[config.mk]
export PLATFORM = sky130hd
export DESIGN_NAME = bram_port_arbiter
export DESIGN_NICKNAME = d
export VERILOG_FILES = /design/src/rtl/bram_port_arbiter.sv
export SDC_FILE = /design/constraint.sdc
export NUM_CORES = 1
export LEC_CHECK = 0
export ABC_AREA = 1
export CORE_MARGIN = 1.5
export CORE_UTILIZATION = 37
export DETAILED_ROUTE_END_ITERATION = 8
export DONT_BUFFER_PORTS = 1
export MAX_ROUTING_LAYER = met4
export SETUP_SLACK_MARGIN = 0.3
export SLEW_MARGIN = 20
export SYNTH_ARGS = -nofsm -noshare
export SYNTH_HDL_FRONTEND = slang
export SYNTH_SLANG_ARGS = --single-unit
[constraint.sdc]
create_clock -name clk -period 1.9 [get_ports clk]
set_input_delay 0.285 -clock clk [delete_from_list [all_inputs] [get_ports clk]]
set_output_delay 0.285 -clock clk [all_outputs]
set_load 0.005 [all_outputs]
[src/rtl/bram_port_arbiter.sv]
// -----------------------------------------------------------------------------
// bram_port_arbiter
//
// Purpose:
//   Shares one BRAM port (Port B) between two requesters.  A request is
//   sampled only in IDLE; the winner's id, byte strobes, address and write
//   data are captured at that moment.  The BRAM strobe is issued for exactly
//   one cycle (ISSUE).  Writes complete in the following cycle (DONE), while
//   reads wait READ_LAT cycles (WAIT_RD) before the BRAM output is captured.
//   A one-cycle ack pulse goes to the granted requester in DONE.
//
//   Arbitration is round-robin by default: on a tie the requester that was
//   not granted last wins, and requester 0 wins the first tie after reset.
//   Defining the macro BRAM_ARB_FIXED_PRIO_EN selects fixed priority instead
//   (requester 0 always wins a tie, no last-granted state is kept).
//
// Parameters:
//   READ_LAT   cycles from the bram_en cycle to the cycle whose end samples
//              bram_dout (legal range 1..3, default 2)
//
// Ports:
//   clk, rst           clock and synchronous active-high reset
//   req0/req1          access requests, held high until the matching ack
//   we0/we1    [3:0]   byte write strobes, 4'b0000 = read
//   addr0/addr1[31:0]  byte addresses (word aligned on the BRAM side)
//   wdata0/1   [31:0]  write data
//   ack0/ack1          one-cycle completion pulses (never both high)
//   rdata      [31:0]  read data, valid in the ack cycle, held until the next
//                      read capture
//   busy               high in every state except IDLE
//   bram_clk/bram_rst  copies of clk/rst for the BRAM port
//   bram_en/we/addr/din  registered BRAM Port B controls
//   bram_dout  [31:0]  BRAM Port B read data
// -----------------------------------------------------------------------------
module bram_port_arbiter #(
   parameter int READ_LAT = 2
) (
   input  logic        clk,
   input  logic        rst,
   input  logic        req0,
   input  logic [3:0]  we0,
   input  logic [31:0] addr0,
   input  logic [31:0] wdata0,
   input  logic        req1,
   input  logic [3:0]  we1,
   input  logic [31:0] addr1,
   input  logic [31:0] wdata1,
   output logic        ack0,
   output logic        ack1,
   output logic [31:0] rdata,
   output logic        busy,
   output logic        bram_clk,
   output logic        bram_rst,
   output logic        bram_en,
   output logic [3:0]  bram_we,
   output logic [31:0] bram_addr,
   output logic [31:0] bram_din,
   input  logic [31:0] bram_dout
);

   typedef enum logic [1:0] {
      IDLE    = 2'd0,
      ISSUE   = 2'd1,
      WAIT_RD = 2'd2,
      DONE    = 2'd3
   } state_t;

   // Terminal value of the WAIT_RD cycle counter.
   localparam logic [1:0] LAST_CNT = 2'(READ_LAT - 1);

   state_t      state_q;
   state_t      state_d;
   logic [1:0]  wait_cnt_q;
   logic [1:0]  wait_cnt_d;

   // Captured transaction attributes.  Address and write data live directly
   // in bram_addr / bram_din, which are loaded at grant time and never
   // touched again until the next grant.
   logic        gnt_id_q;
   logic [3:0]  lat_we_q;

   logic        any_req;
   logic        win_id;
   logic [3:0]  win_we;
   logic [31:0] win_addr;
   logic [31:0] win_wdata;

   logic        grant;
   logic        en_d;
   logic [3:0]  we_d;
   logic        finish;
   logic        capture;

   // Byte offset bits are dropped when the address is aligned to a word.
   logic        unused_addr_bits;
   assign unused_addr_bits = ^{addr0[1:0], addr1[1:0]};

   assign bram_clk = clk;
   assign bram_rst = rst;
   assign busy     = (state_q != IDLE);
   assign any_req  = req0 | req1;

   // --------------------------------------------------------------------------
   // Winner selection
   // --------------------------------------------------------------------------
`ifdef BRAM_ARB_FIXED_PRIO_EN
   // Requester 0 takes any tie; requester 1 only wins when alone.
   assign win_id = ~req0;
`else
   logic last_gnt_q;

   // On a tie the requester not granted last wins; otherwise the single
   // active requester wins (req1 high alone -> 1, req0 high alone -> 0).
   assign win_id = (req0 && req1) ? ~last_gnt_q : req1;

   always_ff @(posedge clk) begin
      if (rst) begin
         last_gnt_q <= 1'b1;
      end else if (grant) begin
         last_gnt_q <= win_id;
      end
   end
`endif

   assign win_we    = win_id ? we1    : we0;
   assign win_addr  = win_id ? addr1  : addr0;
   assign win_wdata = win_id ? wdata1 : wdata0;

   // --------------------------------------------------------------------------
   // FSM state register
   // --------------------------------------------------------------------------
   always_ff @(posedge clk) begin
      if (rst) begin
         state_q    <= IDLE;
         wait_cnt_q <= 2'd0;
      end else begin
         state_q    <= state_d;
         wait_cnt_q <= wait_cnt_d;
      end
   end

   // --------------------------------------------------------------------------
   // FSM next state and next-cycle output values
   // --------------------------------------------------------------------------
   always_comb begin
      state_d    = state_q;
      wait_cnt_d = wait_cnt_q;
      grant      = 1'b0;
      en_d       = 1'b0;
      we_d       = 4'b0000;
      finish     = 1'b0;
      capture    = 1'b0;

      unique case (state_q)
         IDLE: begin
            // Requests are looked at only here; anything raised and dropped
            // while busy is never seen.
            if (any_req) begin
               grant   = 1'b1;
               en_d    = 1'b1;
               we_d    = win_we;
               state_d = ISSUE;
            end
         end

         ISSUE: begin
            wait_cnt_d = 2'd0;
            if (lat_we_q == 4'b0000) begin
               state_d = WAIT_RD;
            end else begin
               finish  = 1'b1;
               state_d = DONE;
            end
         end

         WAIT_RD: begin
            if (wait_cnt_q == LAST_CNT) begin
               capture = 1'b1;
               finish  = 1'b1;
               state_d = DONE;
            end else begin
               wait_cnt_d = wait_cnt_q + 2'd1;
            end
         end

         DONE: begin
            state_d = IDLE;
         end

         default: begin
            state_d = IDLE;
         end
      endcase
   end

   // --------------------------------------------------------------------------
   // Registered BRAM controls, captured transaction, ack and read data
   // --------------------------------------------------------------------------
   always_ff @(posedge clk) begin
      if (rst) begin
         bram_en   <= 1'b0;
         bram_we   <= 4'b0000;
         bram_addr <= 32'd0;
         bram_din  <= 32'd0;
         rdata     <= 32'd0;
         ack0      <= 1'b0;
         ack1      <= 1'b0;
         gnt_id_q  <= 1'b0;
         lat_we_q  <= 4'b0000;
      end else begin
         // bram_we is driven only together with bram_en, so it reads as zero
         // in every cycle without a strobe.
         bram_en <= en_d;
         bram_we <= we_d;
         // Acks are registered from finish, so they land in DONE and only
         // the granted requester can see one.
         ack0    <= finish & ~gnt_id_q;
         ack1    <= finish &  gnt_id_q;

         if (grant) begin
            gnt_id_q  <= win_id;
            lat_we_q  <= win_we;
            bram_addr <= {win_addr[31:2], 2'b00};
            bram_din  <= win_wdata;
         end

         if (capture) begin
            rdata <= bram_dout;
         end
      end
   end

endmodule

== Word level (Yosys, flattened, before mapping) ==
Cells that the tools add are included.

* Bits in registers: 111
* Input port bits: 172
* Output and inout bits: 106
* Logic and storage cells: 51

* Add/sub/neg operators: 1
* Eq/ne operators: 7
* Multiplexer cells: 16
* Bitwise gates (word level): 7
* Reduce and logical (&&, ||, !) cells: 8

{| class="wikitable"
|+ Operator list
! operator !! number
|-
| $mux 32 || 2
|-
| $pmux 2 s4 || 1
|-
| $mux 1 || 7
|-
| $mux 2 || 3
|-
| $ne 2x2->1 const B || 3
|-
| $eq 2x1->1 const B || 2
|-
| $eq 2x2->1 const B || 2
|-
| $logic_not 4->1 || 1
|-
| $mux 4 || 1
|-
| $not 1->1 || 4
|-
| $pmux 2 s2 || 1
|-
| $reduce_and 2->1 || 2
|-
| $reduce_bool 2->1 || 2
|-
| $reduce_or 3->1 || 1
|-
| $add 2x1->2 const B || 1
|-
| $and 1x1->1 || 2
|-
| $logic_not 2->1 || 1
|-
| $pmux 1 s2 || 1
|-
| $logic_and 1x1->1 || 1
|-
| $or 1x1->1 || 1
|}

== Longest topological paths before layout ==
Gate-level depths: netlist of the first run.

* Depth in word-level cells: 4
* Gate-level depth with buffers: 8
* Depth with buffers taken out: 8

==> metrics, run 1 <==
worst setup margin 0.4114 ns; number of antenna diodes 0; Netlist cell types 19; starting density of the core 0.3845; combinational power share 0.267; cell count after synthesis 585; number of input and output port buffers inserted 0; relative contribution of the clock network to total power 0.267; most common cell after layout, fill and taps aside sky130_fd_sc_hd__nand2_1; switching portion of total power 0.3341; number of remaining DRC errors 0; area growth from synthesis to layout 12.92%; total count of max-transition violations in the final report 0; post-placement worst setup slack 0.2200 ns; TNS Setup 0 ns; unrepaired setup endpoints after global routing no; post-detailed-placement half-perimeter wirelength 8148 um; count of state elements after synthesis 111; iteration count of the initial detailed-routing pass 4; largest net degree at the start of global routing 57; vias in the first global route 3618; Worst slew margin 0.6384; final WL 11990 um; synthesized area per cell 7.601 um2; CTS Buf Count 9; detailed-route via count 3952; width of the die 112.6 um; Register-to-Register Setup Slack 0.41 ns; kind of launch point of the worst setup path flop; cell at the root of the clock tree sky130_fd_sc_hd__clkbuf_16; biggest area contributors in the synthesized netlist sky130_fd_sc_hd__dfxtp_1 (50%), sky130_fd_sc_hd__nand2_1 (13%), sky130_fd_sc_hd__o21ai_0 (9.0%), sky130_fd_sc_hd__a31oi_1 (8.7%), sky130_fd_sc_hd__nor2_1 (6.3%); post-route antenna net violation count 0; final period demand of the worst path 1.489 ns; CTS HTree Levels 3; required arrival time at the worst endpoint 2.14 ns; Arrival @ worst endpoint 1.72 ns; Yosys top cell area share 0.4997; CTS tree yes; via density per instance 5.535; total die area 0.01268 mm2; top library cells by usage in the layout, fill and taps aside sky130_fd_sc_hd__nand2_1 (148), sky130_fd_sc_hd__dfxtp_1 (111), sky130_fd_sc_hd__o21ai_0 (80), sky130_fd_sc_hd__nor2_1 (75), sky130_fd_sc_hd__a31oi_1 (62); worst ir drop on vdd 0.6465 mV; final worst clock skew 0.004859 ns; all-layer global routing usage 0.1837; portion of total power attributed to sequential cells 0.466; fraction of layout instances using a drive strength above 1 0.07531; cell type with the highest aggregate area in the netlist sky130_fd_sc_hd__dfxtp_1; standard cell core area 0.01156 mm2; Hold Violations, Final 0; post-route clock period utilization 0.7835; CP Class flop to flop; mapped cell area 0.004447 mm2; count of pins on the block boundary 278; number of max-capacitance violations reported 0; power density of the placed cells 1492 mW/mm2; Setup violations, final 0; outcome finished clean; number of warnings printed during yosys synthesis 0; largest driver fanout on the critical path 22; Fmax achieved 0.6718 GHz; clock latency reported for the late side of the worst-skew pair 0.35 ns; number of nets in the layout 743; drt initial violations 197; sequential fraction of the synthesis area 0.4997; floorplan die height 112.6 um; Hold Crit Class primary input to flop; Clock Sinks 111; Leak Pwr 1.981 nW; Routed WL per cell 16.80 um; GRT overflow 0; net switching power of the design 2.503 mW; initial antenna violation count 0; Int Pwr 4.989 mW; gp weighted congestion 0.7784; Clock Pin Slew Worst Setup and Hold Paths 0.07 ns; number of rows in the core area 39; Critical Path Sink Type flop; largest buffer count on any clock path 2; wire length of the first global-routing pass 17550 um; Worst Max-Slew Pin Slew 0.5416 ns
==> critical path: stages (launching register included) <==
cell                      delay, ns
sky130_fd_sc_hd__dfxtp_1       0.39
sky130_fd_sc_hd__inv_2         0.08
sky130_fd_sc_hd__ha_4          0.18
sky130_fd_sc_hd__inv_2         0.10
sky130_fd_sc_hd__nor2_4        0.05
sky130_fd_sc_hd__buf_12        0.15
sky130_fd_sc_hd__buf_16        0.15
sky130_fd_sc_hd__o21ai_0       0.19
sky130_fd_sc_hd__a31oi_1       0.06
==> cells in the mapped netlist (all sizes together) <==
cell type and count:
a211oi 1, a21oi 5, a31oi 62, buf 31, clkbuf 17, conb 1
dfxtp 111, ha 5, inv 17, nand2 150, nand3 6, nor2 77
o21ai 102
==> area by class of cell <==
cell class / instances / area, um2
clock buffer: 10 / 229.0
clock inverter: 6 / 85.08
fill: 1165 / 6544
inverter: 17 / 67.56
multi-input combinational: 410 / 1916
sequential: 111 / 2222
tap: 143 / 178.9
timing repair buffer: 16 / 315.3
timing repair inverter: 1 / 7.507
==> worst paths after layout <==
kind                  from       endpoint  depth (start not counted)
max reg2reg     state_q[0]   bram_addr[6]                          8
min              wdata0[1]    bram_din[1]                          2
min reg2reg  wait_cnt_q[0]  wait_cnt_q[0]                          1
max             state_q[0]   bram_addr[6]                          8
==> state kept, by name (all words and copies together), names as in the netlist, 2 cells and up <==
name and cells:
bram_din 32, rdata 32, bram_addr 30, bram_we 4, lat_we_q 4, state_q 2, wait_cnt_q 2
==> metal layers <==
layer  vias to the layer above  track usage  wire length [um]
li1                       1910            -                 -
met1                      1812       0.1906              4756
met5                         -            -                 0
met2                       203       0.3028              5772
met3                        27      0.06317              1078
met4                         0       0.1072               387
==> what timing repair did <==
action	in CTS	in global routing
hold endpoints to repair	3	0
hold buffers	1	0
buffers inserted	1	2
pin swaps	1	0
gates resized for setup	1	12
setup endpoints to repair	94	105
cloned	0	4
==> power by group through the flow <==
stage               clock network (mW)  logic, mW  registers, mW
finish                            2.00       2.00           3.49
global route                      2.15       2.28           3.56
CTS                               2.05       1.72           3.50
detailed placement                   0       1.67           3.54
global placement                     0       1.59           3.54
floorplan                       0.0341       1.39           3.37
==> metrics by stage <==
| stage | cell area, um2 | util | hold slack, ns | total power [mW] | std cells |
|---|---|---|---|---|---|
| after floorplan | 4451 | - | 0.3541 | 4.795 | 586 |
| after global placement | 4503 | 0.3894 | 0.2850 | 5.134 | 690 |
| after detailed placement | 4503 | 0.3894 | 0.2850 | 5.208 | 690 |
| after CTS | 4851 | 0.4195 | 0.07616 | 7.265 | 708 |
| after global routing | 5021 | 0.4342 | 0.08287 | 7.994 | 714 |
| final | 5021 | 0.4342 | 0.08534 | 7.492 | 714 |
==> cell families after synthesis <==
kind of cell,after synthesis,synth area share
AO/OA/AOI/OAI,170,0.2093
adder cells (fa/ha/maj),5,0.01407
buffers and inverters,65,0.07484
flip-flops,111,0.4997
other,1,0.0008433
AND/OR/NAND/NOR,233,0.2012
Note: power is estimated with default switching activity, not from simulation.
==> run 2, diff against run 1 <==
clock period = 1.4 ns   (was 1.9 ns; I/O delays follow)
==> run 2 against run 1 <==
Clock power grew 26%; die area is the same; utilization grew 3.4 points; register-to-register slack lost 0.39 ns; non-clock buffer count grew 20; first-iteration DRC count shrank 10%; final area grew 7.8%; routed wire length grew 9.7%; largest power group unchanged; via count grew 2.3%; count of clock-buffer cells in the layout is the same.
==> metrics, run 2 (synthesized netlist as in run 1, its figures left out) <==
outcome finished clean (unchanged); Final Core Density 0.4680 (was 0.4342); largest buffer count on any clock path 2 (unchanged); Arrival @ worst endpoint 1.61 ns (was 1.72 ns); Post-Layout Cell Count 731 (was 714); final worst clock skew 0.007701 ns (was 0.004859 ns); most common cell after layout, fill and taps aside sky130_fd_sc_hd__nand2_1 (unchanged); iteration count of the initial detailed-routing pass 4 (unchanged); Hold Crit Class primary input to flop (unchanged); required arrival time at the worst endpoint 1.62 ns (was 2.14 ns); width of the die 112.6 um (unchanged); fill count 1121 (was 1165); design area 0.005413 mm2 (was 0.005021 mm2); Clock Sinks 111 (unchanged); Leak Pwr 2.158 nW (was 1.981 nW); kind of launch point of the worst setup path flop (unchanged); final period demand of the worst path 1.382 ns (was 1.489 ns); CP Class flop to flop (unchanged); top library cells by usage in the layout, fill and taps aside sky130_fd_sc_hd__nand2_1 (145), sky130_fd_sc_hd__dfxtp_1 (108), sky130_fd_sc_hd__nor2_1 (71), sky130_fd_sc_hd__a31oi_1 (61), sky130_fd_sc_hd__o21ai_0 (60) (was sky130_fd_sc_hd__nand2_1 (148), sky130_fd_sc_hd__dfxtp_1 (111), sky130_fd_sc_hd__o21ai_0 (80), sky130_fd_sc_hd__nor2_1 (75), sky130_fd_sc_hd__a31oi_1 (62)); starting density of the core 0.3845 (unchanged); global route hottest layer met2 (unchanged); number of nets in the layout 762 (was 743); Total Power Consumption 11.10 mW (was 7.492 mW); power density of the placed cells 2051 mW/mm2 (was 1492 mW/mm2); post-route clock period utilization 0.9875 (was 0.7835); number of max-capacitance violations reported 0 (unchanged); largest driver fanout on the critical path 14 (was 22); number of antenna diodes 0 (unchanged); via density per instance 5.531 (was 5.535); Fmax achieved 0.7233 GHz (was 0.6718 GHz); detailed-route via count 4043 (was 3952); Clock Pin Slew Worst Setup and Hold Paths 0.07 ns (about the same); worst ir drop on vdd 1.011 mV (was 0.6465 mV); post-detailed-placement half-perimeter wirelength 8253 um (was 8148 um); standard cell core area 0.01156 mm2 (unchanged); total count of max-transition violations in the final report 0 (unchanged); count of pins on the block boundary 278 (unchanged); unrepaired setup endpoints after global routing yes (was no); met2 routing resource usage after global routing 0.3171 (was 0.3028); number of rows in the core area 39 (unchanged); Hold Violations, Final 0 (unchanged); gp weighted congestion 0.7859 (was 0.7784); Post-DP Area 0.004568 mm2 (was 0.004503 mm2); Setup violations, final 0 (unchanged); Routed WL per cell 18.01 um (was 16.80 um); GRT overflow 0 (unchanged); largest net degree at the start of global routing 74 (was 57); number of input and output port buffers inserted 0 (unchanged); fraction of layout instances using a drive strength above 1 0.1463 (was 0.07531); CTS tree yes (unchanged); drt initial violations 177 (was 197); number of remaining DRC errors 0 (unchanged); final WL 13160 um (was 11990 um); met1 usage 0.2053 (was 0.1906); floorplan die height 112.6 um (unchanged); clock latency reported for the late side of the worst-skew pair 0.34 ns (was 0.35 ns); total instance count after detailed placement 696 (was 690); CTS HTree Levels 3 (unchanged); area growth from synthesis to layout 21.72% (was 12.92%); all-layer global routing usage 0.1884 (was 0.1837); met3 demand-to-capacity share in global routing 0.05184 (was 0.06317); Critical Path Sink Type flop (unchanged); CTS Buf Count 9 (unchanged); vias in the first global route 3612 (was 3618); wire length of the first global-routing pass 18070 um (was 17550 um); top flop regs bram_din: 32 flops, rdata: 32 flops, bram_addr: 30 flops (unchanged); total die area 0.01268 mm2 (unchanged); initial antenna violation count 0 (unchanged); post-route antenna net violation count 0 (unchanged); cell at the root of the clock tree sky130_fd_sc_hd__clkbuf_16 (unchanged)
==> run 2: cell type report <==
cell class / count / area, um2 / share of cell area
Clock buffer: 10 / 239.0 / 0.04415
Multi-Input combinational cell: 410 / 2038 / 0.3766
Tap cell: 143 / 178.9 / 0.03306
Timing Repair Buffer: 36 / 599.3 / 0.1107
Clock inverter: 4 / 47.55 / 0.008784
Inverter: 17 / 83.83 / 0.01549
Sequential cell: 111 / 2226 / 0.4112
==> run 2: worst max-delay path, cell delays in order, from the launching register on <==
cell	delay (ns)
sky130_fd_sc_hd__dfxtp_2	0.34
sky130_fd_sc_hd__inv_4	0.07
sky130_fd_sc_hd__ha_4	0.14
sky130_fd_sc_hd__inv_4	0.04
sky130_fd_sc_hd__nor2_4	0.14
sky130_fd_sc_hd__buf_12	0.15
sky130_fd_sc_hd__buf_6	0.13
sky130_fd_sc_hd__buf_16	0.14
sky130_fd_sc_hd__a31oi_1	0.09
==> run 2: per-stage QoR <==
step / hold slack (ns) / setup slack [ns] / setup TNS [ns]
after CTS: 0.00005099 / 0.03306 / 0
after detailed placement: 0.2100 / -0.02886 / -0.1359
after global placement: 0.2100 / 0.02971 / 0
after floorplan: 0.2717 / 0.1970 / 0
after global routing: 0.005949 / -0.04323 / -0.9322
final: 0.01626 / 0.01753 / 0
==> run 2: worst paths after layout <==
| kind | startpoint | endpoint | slack, ns | depth (start not counted) |
|---|---|---|---|---|
| setup / recovery | state_q[0] | bram_din[10] | 0.02 | 8 |
| hold / removal | wdata0[27] | bram_din[27] | 0.02 | 2 |
| setup reg to reg | state_q[0] | bram_din[10] | 0.02 | 8 |
| hold reg to reg | wait_cnt_q[1] | wait_cnt_q[1] | 0.47 | 2 |
==> run 2: what timing repair did <==
item                       4_1_cts  5_1_grt
buffers inserted                 6        1
resized for setup               19       54
hold buffers                     2        0
pin swaps                        1        4
setup endpoints to repair      110      112
cloned                           3        9
hold endpoints to repair         4        0
==> run 2: power breakdown <==
part	switching [mW]	internal (mW)	leakage, nW
Clock	1.10	1.41	0.140
Sequential	0.740	4.05	0.913
Combinational	1.96	1.84	1.11
Total	3.80	7.30	2.16
==> run 2: per-layer routing <==
metal,share of wire,up-vias
met1,0.39,1842
met5,0,-
li1,-,1951
met4,0.021,0
met2,0.50,227
met3,0.090,23
==> run 3, diff against run 2 <==
clock period = 1.2 ns   (was 1.4 ns; I/O delays follow)
==> run 3 against run 2 <==
Area after synthesis unchanged; the flow now stops in 4_1_cts; synthesized cell count unchanged.
==> metrics, run 3 <==
outcome did not finish (was finished clean); Stop stage 4_1_cts; first error line in the log [ERROR RSZ-0060] Max buffer count reached.; count of state elements after synthesis 111 (unchanged); post-detailed-placement half-perimeter wirelength 8317 um (was 8253 um); CTS Buf Count 9 (unchanged); cell at the root of the clock tree sky130_fd_sc_hd__clkbuf_16 (unchanged); Netlist cell types 19 (unchanged); number of buffers added for setup after CTS 8 (was 6); largest buffer count on any clock path 2 (unchanged); CTS HTree Levels 3 (unchanged); most common flop cell mapped by yosys sky130_fd_sc_hd__dfxtp_1 (unchanged); gp weighted congestion 0.8180 (was 0.7859); list of most frequent post-synthesis cells sky130_fd_sc_hd__nand2_1 (149), sky130_fd_sc_hd__dfxtp_1 (111), sky130_fd_sc_hd__o21ai_0 (80) (unchanged); starting density of the core 0.3845 (unchanged); sequential fraction of the synthesis area 0.4997 (unchanged); cell with the most instances after synthesis sky130_fd_sc_hd__nand2_1 (unchanged); floorplan die height 112.6 um (unchanged); cell count after synthesis 585 (unchanged); biggest area contributors in the synthesized netlist sky130_fd_sc_hd__dfxtp_1 (50%), sky130_fd_sc_hd__nand2_1 (13%), sky130_fd_sc_hd__o21ai_0 (9.0%), sky130_fd_sc_hd__a31oi_1 (8.7%), sky130_fd_sc_hd__nor2_1 (6.3%) (unchanged); cell type with the highest aggregate area in the netlist sky130_fd_sc_hd__dfxtp_1 (unchanged); Clock Sinks 111 (unchanged); width of the die 112.6 um (unchanged); number of enable-type register cells in the synthesized netlist 0 (unchanged); Yosys top cell area share 0.4997 (unchanged); mapped cell area 0.004447 mm2 (unchanged); post-placement worst setup slack -0.1920 ns (was -0.02886 ns); number of gates resized after CTS 181 (was 19); count of hold buffers inserted by post-cts repair 148 (was 2); Async SR Flop Fraction 0 (unchanged); number of input and output port buffers inserted 0 (unchanged); number of warnings printed during yosys synthesis 0 (unchanged); number of rows in the core area 39 (unchanged); count of pins on the block boundary 278 (unchanged); synthesized area per cell 7.601 um2 (unchanged)
-- run 3: logic make-up after synthesis --
| kind of cell | synth area share |
|---|---|
| other | 0.0008433 |
| buffers and inverters | 0.07484 |
| AND/OR/NAND/NOR | 0.2012 |
| flip-flops | 0.4997 |
| AO/OA/AOI/OAI | 0.2093 |
| adder cells (fa/ha/maj) | 0.01407 |
-- run 3: per-stage QoR --
| step | cell area, um2 | setup TNS, ns | hold WS [ns] | std cells |
|---|---|---|---|---|
| 3_3_place_gp | 4708 | -9.003 | 0.1800 | 708 |
| 2_1_floorplan | 4504 | -0.1493 | 0.2417 | 586 |
| 3_5_place_dp | 4708 | -12.31 | 0.1800 | 708 |
==> run 4, diff against run 3 <==
CORE_UTILIZATION = 22   (was 37)
MAX_ROUTING_LAYER = unset   (was met4)
PLACE_DENSITY_LB_ADDON = 0.15   (was unset)
SETUP_SLACK_MARGIN = unset   (was 0.3)
clock period = 1.6 ns   (was 1.2 ns; I/O delays follow)
==> run 4 against run 3 <==
The run now ends clean.
==> metrics, run 4 (synthesized netlist as in run 1, its figures left out) <==
total die area 0.02107 mm2; cell at the root of the clock tree sky130_fd_sc_hd__clkbuf_16 (unchanged); area growth from synthesis to layout 16.38%; standard cell core area 0.01965 mm2; CTS tree yes; number of nets in the layout 753; initial antenna violation count 0; post-route clock period utilization 0.9328; largest net degree at the start of global routing 52; number of max-capacitance violations reported 0; Clock Pin Slew Worst Setup and Hold Paths 0.07 ns; iteration count of the initial detailed-routing pass 7; detailed-route via count 3946; outcome finished clean (was did not finish); GRT overflow 0; most common cell after layout, fill and taps aside sky130_fd_sc_hd__nand2_1; floorplan die height 145.2 um (was 112.6 um); highest cell delay on the worst timing path 0.32 ns; CP cell instances inv_1 > ha_2 > inv_2 > nor2_4 > buf_12 > buf_4 > clkbuf_16 > a31oi_1; gp weighted congestion 0.7526 (was 0.8180); Hold Crit Class primary input to flop; met3 layer wire length in the routed design 1025 um; post-detailed-placement half-perimeter wirelength 9491 um (was 8317 um); CP Class flop to flop; width of the die 145.2 um (was 112.6 um); required arrival time at the worst endpoint 1.83 ns; worst reg2reg path startpoint state_q[1]; number of antenna diodes 0; Fmax achieved 0.6700 GHz; met2 wire length 6683 um; kind of launch point of the worst setup path flop; top library cells by usage in the layout, fill and taps aside sky130_fd_sc_hd__nand2_1 (147), sky130_fd_sc_hd__dfxtp_1 (110), sky130_fd_sc_hd__o21ai_0 (77), sky130_fd_sc_hd__nor2_1 (75), sky130_fd_sc_hd__a31oi_1 (62); drt initial violations 244; number of remaining DRC errors 0; Final Core Density 0.2633; vias in the first global route 3771; Worst Hold Launch wdata0[27]; post-route antenna net violation count 0; Critical Path Start state_q[1]; Clock Sinks 111 (unchanged); Top Metal Used met4; CTS HTree Levels 3 (unchanged); Register-to-Register Setup Slack 0.11 ns; unrepaired setup endpoints after global routing no; total count of max-transition violations in the final report 0; via density per instance 4.670; Leak Pwr 2.019 nW; largest driver fanout on the critical path 25; Post-Route M1 WL 5843 um; Critical Path Sink Type flop; Arrival @ worst endpoint 1.73 ns; wire length of the first global-routing pass 20400 um; number of input and output port buffers inserted 0 (unchanged); slowest stage cell, crit path sky130_fd_sc_hd__dfxtp_1; number of rows in the core area 51 (was 39); power density of the placed cells 1739 mW/mm2; final worst clock skew 0.01128 ns; CTS Buf Count 9 (unchanged); Routed WL per cell 16.30 um; clock latency reported for the late side of the worst-skew pair 0.36 ns; final WL 13770 um; fraction of layout instances using a drive strength above 1 0.08793; family of cells with the greatest summed delay on the critical path buffers and inverters; TNS Setup 0 ns; final period demand of the worst path 1.492 ns; top flop regs bram_din: 32 flops, rdata: 32 flops, bram_addr: 30 flops; starting density of the core 0.2263 (was 0.3845); all-layer global routing usage 0.1229; worst ir drop on vdd 0.6288 mV; largest buffer count on any clock path 2 (unchanged); Hold Violations, Final 0; Buffers & Inverters on Critical Path 5; Setup violations, final 0; count of pins on the block boundary 278 (unchanged)
==> run 4: cell type report <==
| cell class | count | area, um2 |
|---|---|---|
| well taps | 265 | 331.6 |
| clock buffers | 11 | 242.7 |
| clock inverters | 4 | 55.05 |
| inverters | 17 | 63.81 |
| fillers | 2203 | 14480 |
| flip-flops and latches | 111 | 2223 |
| repair buffers | 27 | 355.3 |
| multi-input cells | 410 | 1903 |
==> run 4: worst paths after layout <==
kind / end / depth (start not counted)
worst min register to register: ack0 / 1
worst max-delay path: bram_din[22] / 8
worst min-delay path: bram_din[27] / 2
worst max register to register: bram_din[22] / 8
==> run 4: power by group <==
group          switching (mW)  total [mW]  internal (mW)
Combinational            1.42        2.52           1.09
Clock                    1.07        2.33           1.26
Sequential              0.608        4.15           3.54
==> run 4: layer usage <==
layer / up-vias / GRT usage
met3: 15 / 0.03616
met2: 179 / 0.2091
met5: - / 0
met1: 1825 / 0.1430
li1: 1927 / -
met4: 0 / 0.05357
==> run 4: stage by stage <==
step	cells	setup WS, ns	power, mW	instance area (um2)	hold slack (ns)
6_report	845	0.1076	8.999	5175	0.03694
5_1_grt	845	0.01223	9.647	5175	0.02468
4_1_cts	838	0.06343	8.762	5039	0.01669
3_5_place_dp	822	0.08589	6.366	4731	0.2400
3_3_place_gp	822	0.1316	6.310	4731	0.2400
2_1_floorplan	586	0.2463	5.694	4451	0.3091
==> run 4: what timing repair did <==
item / 4_1_cts / 5_1_grt
resized for setup: 0 / 10
endpoints found under the setup margin: 0 / 44
setup buffers: 0 / 4
hold buffers: 1 / 0
endpoints found under the hold margin: 3 / 0
